<file path="src/rtl/minimig_host_arb_pkg.sv">
// minimig_host_arb_pkg: shared state encoding and default timing constants for the host bus arbiter
package minimig_host_arb_pkg;
  typedef enum logic [2:0] {
    ST_IDLE,
    ST_HALT_REQ,
    ST_XFER,
    ST_DONE,
    ST_WAIT_LOW,
    ST_HOLD
  } state_t;
  localparam int DEF_MAX_BURST = 8;
  localparam int DEF_LINGER = 16;
  localparam int DEF_CPU_GAP = 32;
  localparam int DEF_TIMEOUT = 255;
  localparam int IDLE_CYCLES = 2;
endpackage

</file>
<file path="src/rtl/minimig_sat_counter.sv">
// minimig_sat_counter: clear/load/increment/decrement counter that saturates at 0 and MAX
module minimig_sat_counter #(
  parameter int MAX = 1,
  parameter int W = $clog2(MAX + 1)
) (
  input  logic         clk,
  input  logic         rst,
  input  logic         en_i,
  input  logic         clr_i,
  input  logic         ld_i,
  input  logic [W-1:0] ld_val_i,
  input  logic         inc_i,
  input  logic         dec_i,
  output logic [W-1:0] cnt_o
);
  logic [W-1:0] cnt_q, cnt_d;
  always_comb
    cnt_d = clr_i ? '0 :
            ld_i  ? ld_val_i :
            inc_i ? (cnt_q == W'(MAX) ? cnt_q : cnt_q + W'(1)) :
            dec_i ? (cnt_q == '0 ? cnt_q : cnt_q - W'(1)) :
            cnt_q;
  always_ff @(posedge clk)
    if (rst) cnt_q <= '0;
    else if (en_i) cnt_q <= cnt_d;
  assign cnt_o = cnt_q;
endmodule

</file>
<file path="src/rtl/minimig_host_bus_arbiter.sv">
// minimig_host_bus_arbiter: halts the 68k once its bus is idle and runs bounded host bursts
// through the bridge host port, with a forced CPU-only gap and a per-transfer timeout.
module minimig_host_bus_arbiter
  import minimig_host_arb_pkg::*;
#(
  parameter int MAX_BURST = DEF_MAX_BURST,
  parameter int LINGER    = DEF_LINGER,
  parameter int CPU_GAP   = DEF_CPU_GAP,
  parameter int TIMEOUT   = DEF_TIMEOUT
) (
  input  logic        clk,
  input  logic        rst,
  input  logic        clk7_en,
  input  logic        cpu_as_n,
  input  logic        host_req,
  input  logic        host_we,
  input  logic [1:0]  host_bs,
  input  logic [22:0] host_adr,
  input  logic [15:0] host_wdat,
  output logic [15:0] host_rdat,
  output logic        host_done,
  output logic        host_err,
  output logic        busy,
  output logic        br_halt,
  output logic        br_cs,
  output logic        br_we,
  output logic [1:0]  br_bs,
  output logic [22:0] br_adr,
  output logic [15:0] br_wdat,
  input  logic [15:0] br_rdat,
  input  logic        br_ack
);
  localparam int BW = $clog2(MAX_BURST + 1);
  localparam int GW = $clog2(CPU_GAP + 1);
  localparam int IW = $clog2(IDLE_CYCLES + 1);
  localparam int TW = $clog2(TIMEOUT + 1);
  localparam int LW = $clog2(LINGER + 1);
  state_t st_q, st_d;
  logic [BW-1:0] burst_q, burst_d;
  logic [15:0] rdat_q, rdat_d;
  logic err_q, err_d;
  logic [GW-1:0] gap_cnt;
  logic [IW-1:0] idle_cnt;
  logic [TW-1:0] to_cnt;
  logic [LW-1:0] lin_cnt;
  logic start, rel, resume, tmo, xfer_end;
  // A grant may start on the cycle the gap counter reaches zero, so the CPU gets exactly CPU_GAP cycles
  always_comb begin
    start    = st_q == ST_IDLE && host_req && gap_cnt <= GW'(1);
    rel      = st_q == ST_HOLD && (burst_q == BW'(MAX_BURST) || lin_cnt == LW'(LINGER));
    resume   = st_q == ST_HOLD && !rel && host_req;
    tmo      = to_cnt == TW'(TIMEOUT - 1);
    xfer_end = st_q == ST_XFER && (br_ack || tmo);
    burst_d  = rel ? '0 :
               (st_q == ST_DONE && burst_q != BW'(MAX_BURST)) ? burst_q + BW'(1) : burst_q;
    err_d    = xfer_end ? !br_ack : err_q;
    rdat_d   = xfer_end ? (br_ack ? br_rdat : 16'h0000) : rdat_q;
    st_d     = st_q;
    case (st_q)
      ST_IDLE:     st_d = start ? ST_HALT_REQ : ST_IDLE;
      ST_HALT_REQ: st_d = !host_req ? ST_IDLE :
                          idle_cnt == IW'(IDLE_CYCLES) ? ST_XFER : ST_HALT_REQ;
      ST_XFER:     st_d = xfer_end ? ST_DONE : ST_XFER;
      ST_DONE:     st_d = ST_WAIT_LOW;
      ST_WAIT_LOW: st_d = host_req ? ST_WAIT_LOW : ST_HOLD;
      ST_HOLD:     st_d = rel ? ST_IDLE : resume ? ST_XFER : ST_HOLD;
      default:     st_d = ST_IDLE;
    endcase
  end
  always_ff @(posedge clk)
    if (rst) begin
      st_q    <= ST_IDLE;
      burst_q <= '0;
      rdat_q  <= '0;
      err_q   <= 1'b0;
      br_we   <= 1'b0;
      br_bs   <= '0;
      br_adr  <= '0;
      br_wdat <= '0;
    end else if (clk7_en) begin
      st_q    <= st_d;
      burst_q <= burst_d;
      rdat_q  <= rdat_d;
      err_q   <= err_d;
      if (start || resume) begin
        br_we   <= host_we;
        br_bs   <= host_bs;
        br_adr  <= host_adr;
        br_wdat <= host_wdat;
      end
    end
  minimig_sat_counter #(.MAX(CPU_GAP)) u_gap (
    .clk(clk), .rst(rst), .en_i(clk7_en), .clr_i(1'b0), .ld_i(rel), .ld_val_i(GW'(CPU_GAP)),
    .inc_i(1'b0), .dec_i(st_q == ST_IDLE), .cnt_o(gap_cnt)
  );
  // The cycle that launches the halt request already counts as a CPU-idle sample
  minimig_sat_counter #(.MAX(IDLE_CYCLES)) u_idle (
    .clk(clk), .rst(rst), .en_i(clk7_en), .clr_i(st_q == ST_HALT_REQ && !cpu_as_n), .ld_i(start),
    .ld_val_i(IW'(cpu_as_n)), .inc_i(st_q == ST_HALT_REQ && cpu_as_n), .dec_i(1'b0), .cnt_o(idle_cnt)
  );
  minimig_sat_counter #(.MAX(TIMEOUT)) u_to (
    .clk(clk), .rst(rst), .en_i(clk7_en), .clr_i(st_q != ST_XFER), .ld_i(1'b0), .ld_val_i('0),
    .inc_i(st_q == ST_XFER), .dec_i(1'b0), .cnt_o(to_cnt)
  );
  minimig_sat_counter #(.MAX(LINGER)) u_lin (
    .clk(clk), .rst(rst), .en_i(clk7_en), .clr_i(st_q != ST_HOLD), .ld_i(1'b0), .ld_val_i('0),
    .inc_i(st_q == ST_HOLD && !rel && !host_req), .dec_i(1'b0), .cnt_o(lin_cnt)
  );
  assign busy      = st_q != ST_IDLE;
  assign br_halt   = busy;
  assign br_cs     = st_q == ST_XFER;
  assign host_done = st_q == ST_DONE;
  assign host_err  = host_done && err_q;
  assign host_rdat = rdat_q;
endmodule
</file>
<file path="config.mk">
export PLATFORM = sky130hd
export DESIGN_NAME = minimig_host_bus_arbiter
export DESIGN_NICKNAME = d
export VERILOG_FILES = /design/src/rtl/minimig_host_arb_pkg.sv /design/src/rtl/minimig_sat_counter.sv /design/src/rtl/minimig_host_bus_arbiter.sv
export SDC_FILE = /design/constraint.sdc
export NUM_CORES = 1
export LEC_CHECK = 0
export ABC_CLOCK_PERIOD_IN_PS = 5980
export BUFFER_PORTS_ARGS = -buffer_cell sky130_fd_sc_hd__buf_2
export CAP_MARGIN = 20
export CORE_AREA = 2 2 83 101
export CTS_CLUSTER_SIZE = 20
export DETAILED_ROUTE_END_ITERATION = 10
export DIE_AREA = 0 0 85 103
export PLACE_DENSITY_LB_ADDON = 0.12
export REMOVE_ABC_BUFFERS = 1
export SYNTH_ARGS = -nofsm -noshare
export SYNTH_HDL_FRONTEND = slang
export SYNTH_SLANG_ARGS = --single-unit
</file>
<file path="constraint.sdc">
create_clock -name clk -period 5.98 [get_ports clk]
set_input_delay 0.897 -clock clk [delete_from_list [all_inputs] [get_ports clk]]
set_output_delay 0.897 -clock clk [all_outputs]
set_load 0.02 [all_outputs]
</file>
; ---- Yosys cells after proc, flatten, opt, wreduce, memory -nomap -nowiden
; Index checks and enable logic that the tools add are counted.
[word_totals]
register_bits = 87
inputBits = 64
word_cells = 92
[classes]
addsub = 5
n_lt_le_gt_ge = 1
eq_ne = 17
mux = 24
reduce_logical = 33
[ops]
columns = op, count
row1 = two-way mux 8 bit, 3
row2 = two-way mux 6 bit, 3
row3 = case mux 3 bit (6 select lines), 1
row4 = == test 8 bit (second input constant), 2
row5 = two-way mux 16 bit, 1
row6 = two-way mux 5 bit, 3
row7 = two-way mux 2 bit, 6
row8 = AND reduction 3 bit, 4
row9 = logical AND 1 bit, 11
row10 = adder 8 x 1 -> 8 bit (second input constant), 1
row11 = two-way mux 4 bit, 2
row12 = nonzero test 2 bit, 4
row13 = == test 3 x 2 -> 1 bit (second input constant), 2
row14 = == test 3 bit (second input constant), 2
row15 = less-or-equal comparator 6 x 1 -> 1 bit (second input constant), 1
row16 = logical NOT 6 bit, 1
row17 = two-way mux 3 bit, 2
row18 = inequality test 3 x 2 -> 1 bit (second input constant), 2
row19 = AND reduction 2 bit, 3
row20 = nonzero test 3 bit, 2
row21 = subtractor 6 x 1 -> 6 bit (second input constant), 1
row22 = adder 5 x 1 -> 5 bit (second input constant), 1
row23 = == test 5 bit (second input constant), 1
row24 = adder 4 x 1 -> 4 bit (second input constant), 1
row25 = other kinds (12), 20

; ---- Depth between registers and ports, before layout
; Gate-level depths: netlist of run 1.
[logic_depth]
depth_word = 9
mapped_depth = 7

; ---- By module
; A second synthesis of run 1 with hierarchy kept.
[unflattened]
cells_unflattened = 574
area_unflattened_um2 = 5121.2
[modules_own_cells]
columns = mod, n_inst, cells_each, area_per_inst_um2, seq_area_each_um2
row1 = minimig_host_bus_arbiter, 1, 350, 3244.4, 1321.3
row2 = minimig_sat_counter (u_to), 1, 98, 759.5, 160.2
row3 = minimig_sat_counter (u_gap), 1, 58, 530.5, 120.1
row4 = minimig_sat_counter (u_lin), 1, 51, 440.4, 100.1
row5 = minimig_sat_counter (u_idle), 1, 17, 146.4, 40.0

; ---- Worst setup path before layout of run 1
; OpenSTA, ideal clock, no wires.
[synth_path]
path_type = in2reg
startpoint = input port clk7_en
endpoint = register br_adr[0]
setup_time_ns = 0.072
arrival_ns = 2.073
required_time_ns = 5.908
setup_slack_ns = 3.835
path_stages = 4
path_cell_list = inv_1 > o41ai_4 > buf_12 > mux2i_1
[synth_via]
elab_chain_len = 1
[synth_rtl]
columns = element, line_no
row1 = "start, declared", minimig_host_bus_arbiter.sv:13  ; input logic clk7_en,
row2 = AND reduction 2 bit (no line), -
row3 = "end signal, assigned", minimig_host_bus_arbiter.sv:88  ; br_adr <= host_adr;
row4 = "end, declared", minimig_host_bus_arbiter.sv:28  ; output logic [22:0] br_adr,
; No other way between the ends.
; A chain may end at the register's enable or synchronous reset.

; ---- Final worst setup path of run 1
[layout_path]
startpoint = input port clk7_en
endpoint = register br_adr[4]
; Same word-level chain as after synthesis.

==> impl_metrics.yaml, run 1 <==
status:
  status: "complete, no violations"
synthesis:
  netlist_instances: 433
  synth_edf_count: 0
  synth_area_leader_cell: "dfxtp_1"
  synthSimpleGateAreaFrac: 0.260
  synth_xor_xnor_area_share: 0.0104
  async_reset_ff_frac: 0
  yosys_warnings: 0
  synth_flop_cell: "dfxtp_1"
  syn_avg_cell_area_um2: 9.73
  synth_top_family_by_area: "simple AND/OR/NAND/NOR gates"
  yosysSeqAreaShare: 0.413
  ys_seq_elements: 87
  synth_compound_area_frac: 0.125
  synth_area_um2: 4210
  synthAdderAreaFrac: 0.0267
  synth_cell_types: 61
  synth_top_area_share: 0.413
  synth_area_leaders: "dfxtp_1 41%, nand2b_1 12%, mux2i_1 10%, a22o_1 3.3%, ha_1 2.7%"
  synthMuxAreaShare: 0.107
route:
  vias_per_cell: 5.35
  met2_length_um: 4360
  met1Wirelength_um: 3940
  wl_per_cell_um: 14.1
  first_pass_iters: 4
  drc: 0
  vias: 3437
  wl_um: 9080
  met3_length_um: 563
  top_layer: "met4"
  drt_iter0_drc: 183
  ant_nets: 0
sta:
  worst_pin_slew_ns: 1.04
  period_share: 0.529
  setup_tns_ns: 0
  setup_viol: 0
  timing.final.ws_setup_ns: 2.81
  fmax_mhz: 316
  hold_slack_ns: 0.470
  fin_crit_ns: 3.17
  drv_slew: 0
  maxSlewHeadroom: 0.302
  hold_violations: 0
  rsz0062_at_grt: "no"
  skew_ns: 0.0118
place:
  dpl_cell_area_um2: 4780
  place_inst: 627
  io_buffer_count: 126
  dp_slack_ns: 2.49
  gp_congestion: 0.813
  dp_hpwl_um: 6420
clock_network:
  htreeDepth: 3
  cts_max_path_buffers: 2
  cts_root_buf: "clkbuf_8"
  cts.sinks: 87
  tritoncts: "done"
  postCtsHoldBufs: 0
  post_cts_buffers: 0
  clk_latency_ns: 0.36
  clkTransAtPathRegs_ns: 0.09
  cts-buffers-inserted: 9
  cts_resized: 0
global_routing:
  grt_start_max_net_pins: 97
  grt_pass1_vias: 3128
  grt_pass1_wl_um: 14100
  antenna_found_initial: 0
  grt_overflow: 0
  track_usage: 0.198
worst_hold_path:
  worstHoldPathCells: 2
  min_path_type: "flop to flop"
layout:
  final_cell_mix: "126 x buf_2, 87 x dfxtp_1, 78 x nand2b_1"
  finish.utilization: 0.631
  diodes: 0
  drive_gt1_frac: 0.302
  fin_cells: 642
  stdcell_area_um2: 4970
  final_common_cell: "buf_2"
  nets: 617
  area_growth_pct: 18.1
floorplanning:
  die_h_um: 103
  pin_count: 127
  die_area_um2: 8760
  start_util: 0.534
  fp.dieW_um: 85
  core-area_um2: 7880
  num_rows: 36
run:
  max_cap_violations: 0
power_and_ir_drop:
  irDropWorstVdd_mv: 0.171
  power_density_nw_per_um2: 235
  cellLeakagePower_nw: 2.12
  p_total_mw: 1.17
worst_setup_path:
  crit_path_end_kind: "flop"
  cp-start-kind: "input pin"
  crit_arrival_ns: 3.45
  worstPathRequired_ns: 6.26
  cp_max_fo: 32
  ff2ff_path_depth: 6
  crit_type: "input pin to flop"
[critical path: stages]
cell and delay [ns]:
buf_2 0.32, inv_1 0.31, o41ai_4 1.03, buf_4 0.60
mux2i_1 0.27
[sequential cells by signal (all words and copies together), names as in the netlist]
name,count
br_we,1
u_gap.cnt_o,6
host_rdat,16
burst_q,4
br_bs,2
st_q,3
br_adr,23
u_lin.cnt_o,5
u_idle.cnt_o,2
err_q,1
br_wdat,16
u_to.cnt_o,8
[Yosys cell counts, types with 3 or more instances]
master    instances
buf_12            4
nor2_1           11
nand3_1           5
a211oi_1          3
nand3b_1          5
inv_1            12
nand4_1           9
or3_1             6
nor3_1            6
nand2_1          18
or2b_2            9
a21oi_1          17
nand2b_1         78
and3b_1           3
xnor2_1           4
dfxtp_1          87
o21ai_0          11
a22o_1           16
a31oi_1           7
ha_1              9
clkbuf_1         20
mux2i_1          44
[where the power goes]
group | switching (mW) | internal (mW)
Clock | 0.205 | 0.190
Combinational | 0.0902 | 0.0718
Sequential | 0.0139 | 0.599
Total | 0.309 | 0.861
[worst paths after layout]
kind | end | from | slack, ns
setup / recovery | br_adr[4] | clk7_en | 2.81
hold / removal | br_adr[15] | br_adr[15] | 0.47
setup reg to reg | br_adr[4] | burst_q[0] | 3.15
hold reg to reg | br_adr[15] | br_adr[15] | 0.47
[metal layers]
layer | track usage | up-vias
met2 | 0.332 | 105
met5 | 0 | -
li1 | - | 1746
met3 | 0.0360 | 18
met4 | 0.106 | 0
met1 | 0.242 | 1568
[final cells by class]
| type | instances | area [µm²] |
|---|---|---|
| Sequential cell | 87 | 1740 |
| Fill cell | 678 | 2910 |
| Clock inverter | 5 | 60.1 |
| Timing Repair Buffer | 129 | 653 |
| Clock buffer | 9 | 124 |
| Tap cell | 95 | 119 |
| Multi-Input combinational cell | 305 | 2230 |
| Inverter | 12 | 45.0 |
[cells by family after synthesis]
logic type               after synthesis
AO/OA/AOI/OAI                         73
XOR/XNOR                               5
adder cells (fa/ha/maj)                9
buffers and inverters                 41
flip-flops                            87
multiplexers                          45
AND/OR/NAND/NOR                      173
(Power assumes the default switching activity.)
==> run 2, diff against run 1 <==
--- a/config.mk
+++ b/config.mk
@@ -5,13 +5,13 @@
 export SDC_FILE = /design/constraint.sdc
 export NUM_CORES = 1
 export LEC_CHECK = 0
-export ABC_CLOCK_PERIOD_IN_PS = 5980
+export ABC_CLOCK_PERIOD_IN_PS = 3100
 export BUFFER_PORTS_ARGS = -buffer_cell sky130_fd_sc_hd__buf_2
 export CAP_MARGIN = 20
-export CORE_AREA = 2 2 83 101
+export CORE_AREA = 2 2 86 104
 export CTS_CLUSTER_SIZE = 20
 export DETAILED_ROUTE_END_ITERATION = 10
-export DIE_AREA = 0 0 85 103
+export DIE_AREA = 0 0 88 106
 export PLACE_DENSITY_LB_ADDON = 0.12
 export REMOVE_ABC_BUFFERS = 1
 export SYNTH_ARGS = -nofsm -noshare
==> constraint.sdc (replaced) <==
create_clock -name clk -period 3.1 [get_ports clk]
set_input_delay 0.465 -clock clk [delete_from_list [all_inputs] [get_ports clk]]
set_output_delay 0.465 -clock clk [all_outputs]
set_load 0.02 [all_outputs]
==> run 2 against run 1 <==
Against the previous run: non-clock buffer count increased by 3; critical endpoint is now br_adr[6]; total power rose by 94%; via count shrank 0.38%; sequential share of layout area down 0.49 points; combinational power is 95% higher; largest power group unchanged; clock skew is 0.0056 ns lower; flip-flop and latch count unchanged; clock power increased by 97%; count of clock-buffer cells in the layout up 4; worst hold slack got worse by 0.14 ns; first-iteration DRC count down 9.3%; sequential power increased by 92%.
==> impl_metrics.yaml, run 2 (synthesized netlist as in run 1, its figures left out) <==
run:
  max_cap_violations: 0
sta:
  hold_slack_ns: 0.326
  timing.final.ws_setup_ns: 0.756
  drv_slew: 0
  skew_ns: 0.00630
  period_share: 0.756
  fin_crit_ns: 2.34
  worst_pin_slew_ns: 0.736
  fmax_mhz: 427
  hold_violations: 0
  rsz0062_at_grt: "no"
  maxSlewHeadroom: 0.507
  setup_tns_ns: 0
  setup_viol: 0
clock_network:
  cts_max_path_buffers: 2
  cts_resized: 0
  tritoncts: "done"
  cts_root_buf: "clkbuf_8"
  post_cts_buffers: 0
  clkTransAtPathRegs_ns: 0.08
  cts-buffers-inserted: 9
  clk_latency_ns: 0.35
  htreeDepth: 3
  cts.sinks: 87
  postCtsHoldBufs: 0
worst_setup_path:
  cp_top_family: "simple AND/OR/NAND/NOR gates"
  critPathSlowestCell: "or4_4"
  worst-path-buf-inv: 1
  crit_type: "flop to flop"
  crit_path_max_incr_delay_ns: 0.56
  r2r-start: "st_q[0]"
  path_cells: "or3_1 -> or4_4 -> o41ai_4 -> buf_12 -> mux2i_1"
  crit_path_end_kind: "flop"
  crit_arrival_ns: 2.62
  cp-start-kind: "flop"
  r2r_slack_ns: 0.76
  worstPathRequired_ns: 3.38
  ff2ff_path_depth: 5
  cp_num_cells: 5
  startpoint: "st_q[0]"
  cp_max_fo: 36
place:
  dp_hpwl_um: 6170
  place_inst: 652
  dp_slack_ns: 0.794
  gp_congestion: 0.817
  io_buffer_count: 126
  dpl_cell_area_um2: 4850
layout:
  top_register: "br_adr"
  area_growth_pct: 19.8
  final.fill_count: 738
  largest_reg_flops: 23
  fin_cells: 669
  final_cell_mix: "126 x buf_2, 87 x dfxtp_1, 78 x nand2b_1"
  stdcell_area_um2: 5040
  finish.utilization: 0.602
  drive_gt1_frac: 0.303
  final_common_cell: "buf_2"
  diodes: 0
  nets: 620
global_routing:
  track_usage: 0.189
  grt_overflow: 0
  antenna_found_initial: 0
  grt_pass1_wl_um: 14200
  grt_start_max_net_pins: 86
  grt_pass1_vias: 3166
route:
  wl_per_cell_um: 13.1
  vias: 3424
  ant_nets: 0
  first_pass_iters: 4
  drt_iter0_drc: 166
  vias_per_cell: 5.12
  wl_um: 8740
  drc: 0
power_and_ir_drop:
  power_density_nw_per_um2: 451
  cellLeakagePower_nw: 2.14
  irDropWorstVdd_mv: 0.272
  p_total_mw: 2.27
floorplanning:
  pin_count: 127
  num_rows: 37
  core-area_um2: 8380
  fp.dieW_um: 88
  die_area_um2: 9330
  start_util: 0.503
  die_h_um: 106
worst_hold_path:
  min_from: "br_rdat[10]"
  min_path_type: "input pin to flop"
  worstHoldPathCells: 2
status:
  status: "complete, no violations"
## run 2: changes by cell type in the layout (fill, tap and decap cells not counted), sizes merged
cell,before,now
clkinv,2,1
inv,13,12
buf,129,132
clkbuf,9,13
## run 2: final cells by class
| type | instances | area [µm²] | share of cell area |
|---|---|---|---|
| clock buffers | 13 | 149 | 0.0295 |
| flip-flops and latches | 87 | 1740 | 0.345 |
| inverters | 12 | 45.0 | 0.00893 |
| clock inverters | 3 | 42.5 | 0.00843 |
| multi-input cells | 305 | 2230 | 0.442 |
| well taps | 117 | 146 | 0.0290 |
| repair buffers | 132 | 688 | 0.136 |
## run 2: metal layers
metal  vias up  track usage  wire (µm)
met3         6       0.0497        560
met2       100        0.313       4150
li1       1757            -          -
met4         0       0.0670         77
met5         -            0          0
met1      1561        0.233       3960
## run 2: final timing paths
path,to
max,br_adr[6]
min,host_rdat[10]
max reg2reg,br_adr[6]
min reg2reg,host_rdat[10]
## run 2: power by group
group	internal, mW	switching (mW)
clock network	0.395	0.381
registers	1.16	0.0257
logic	0.142	0.175
total	1.69	0.581
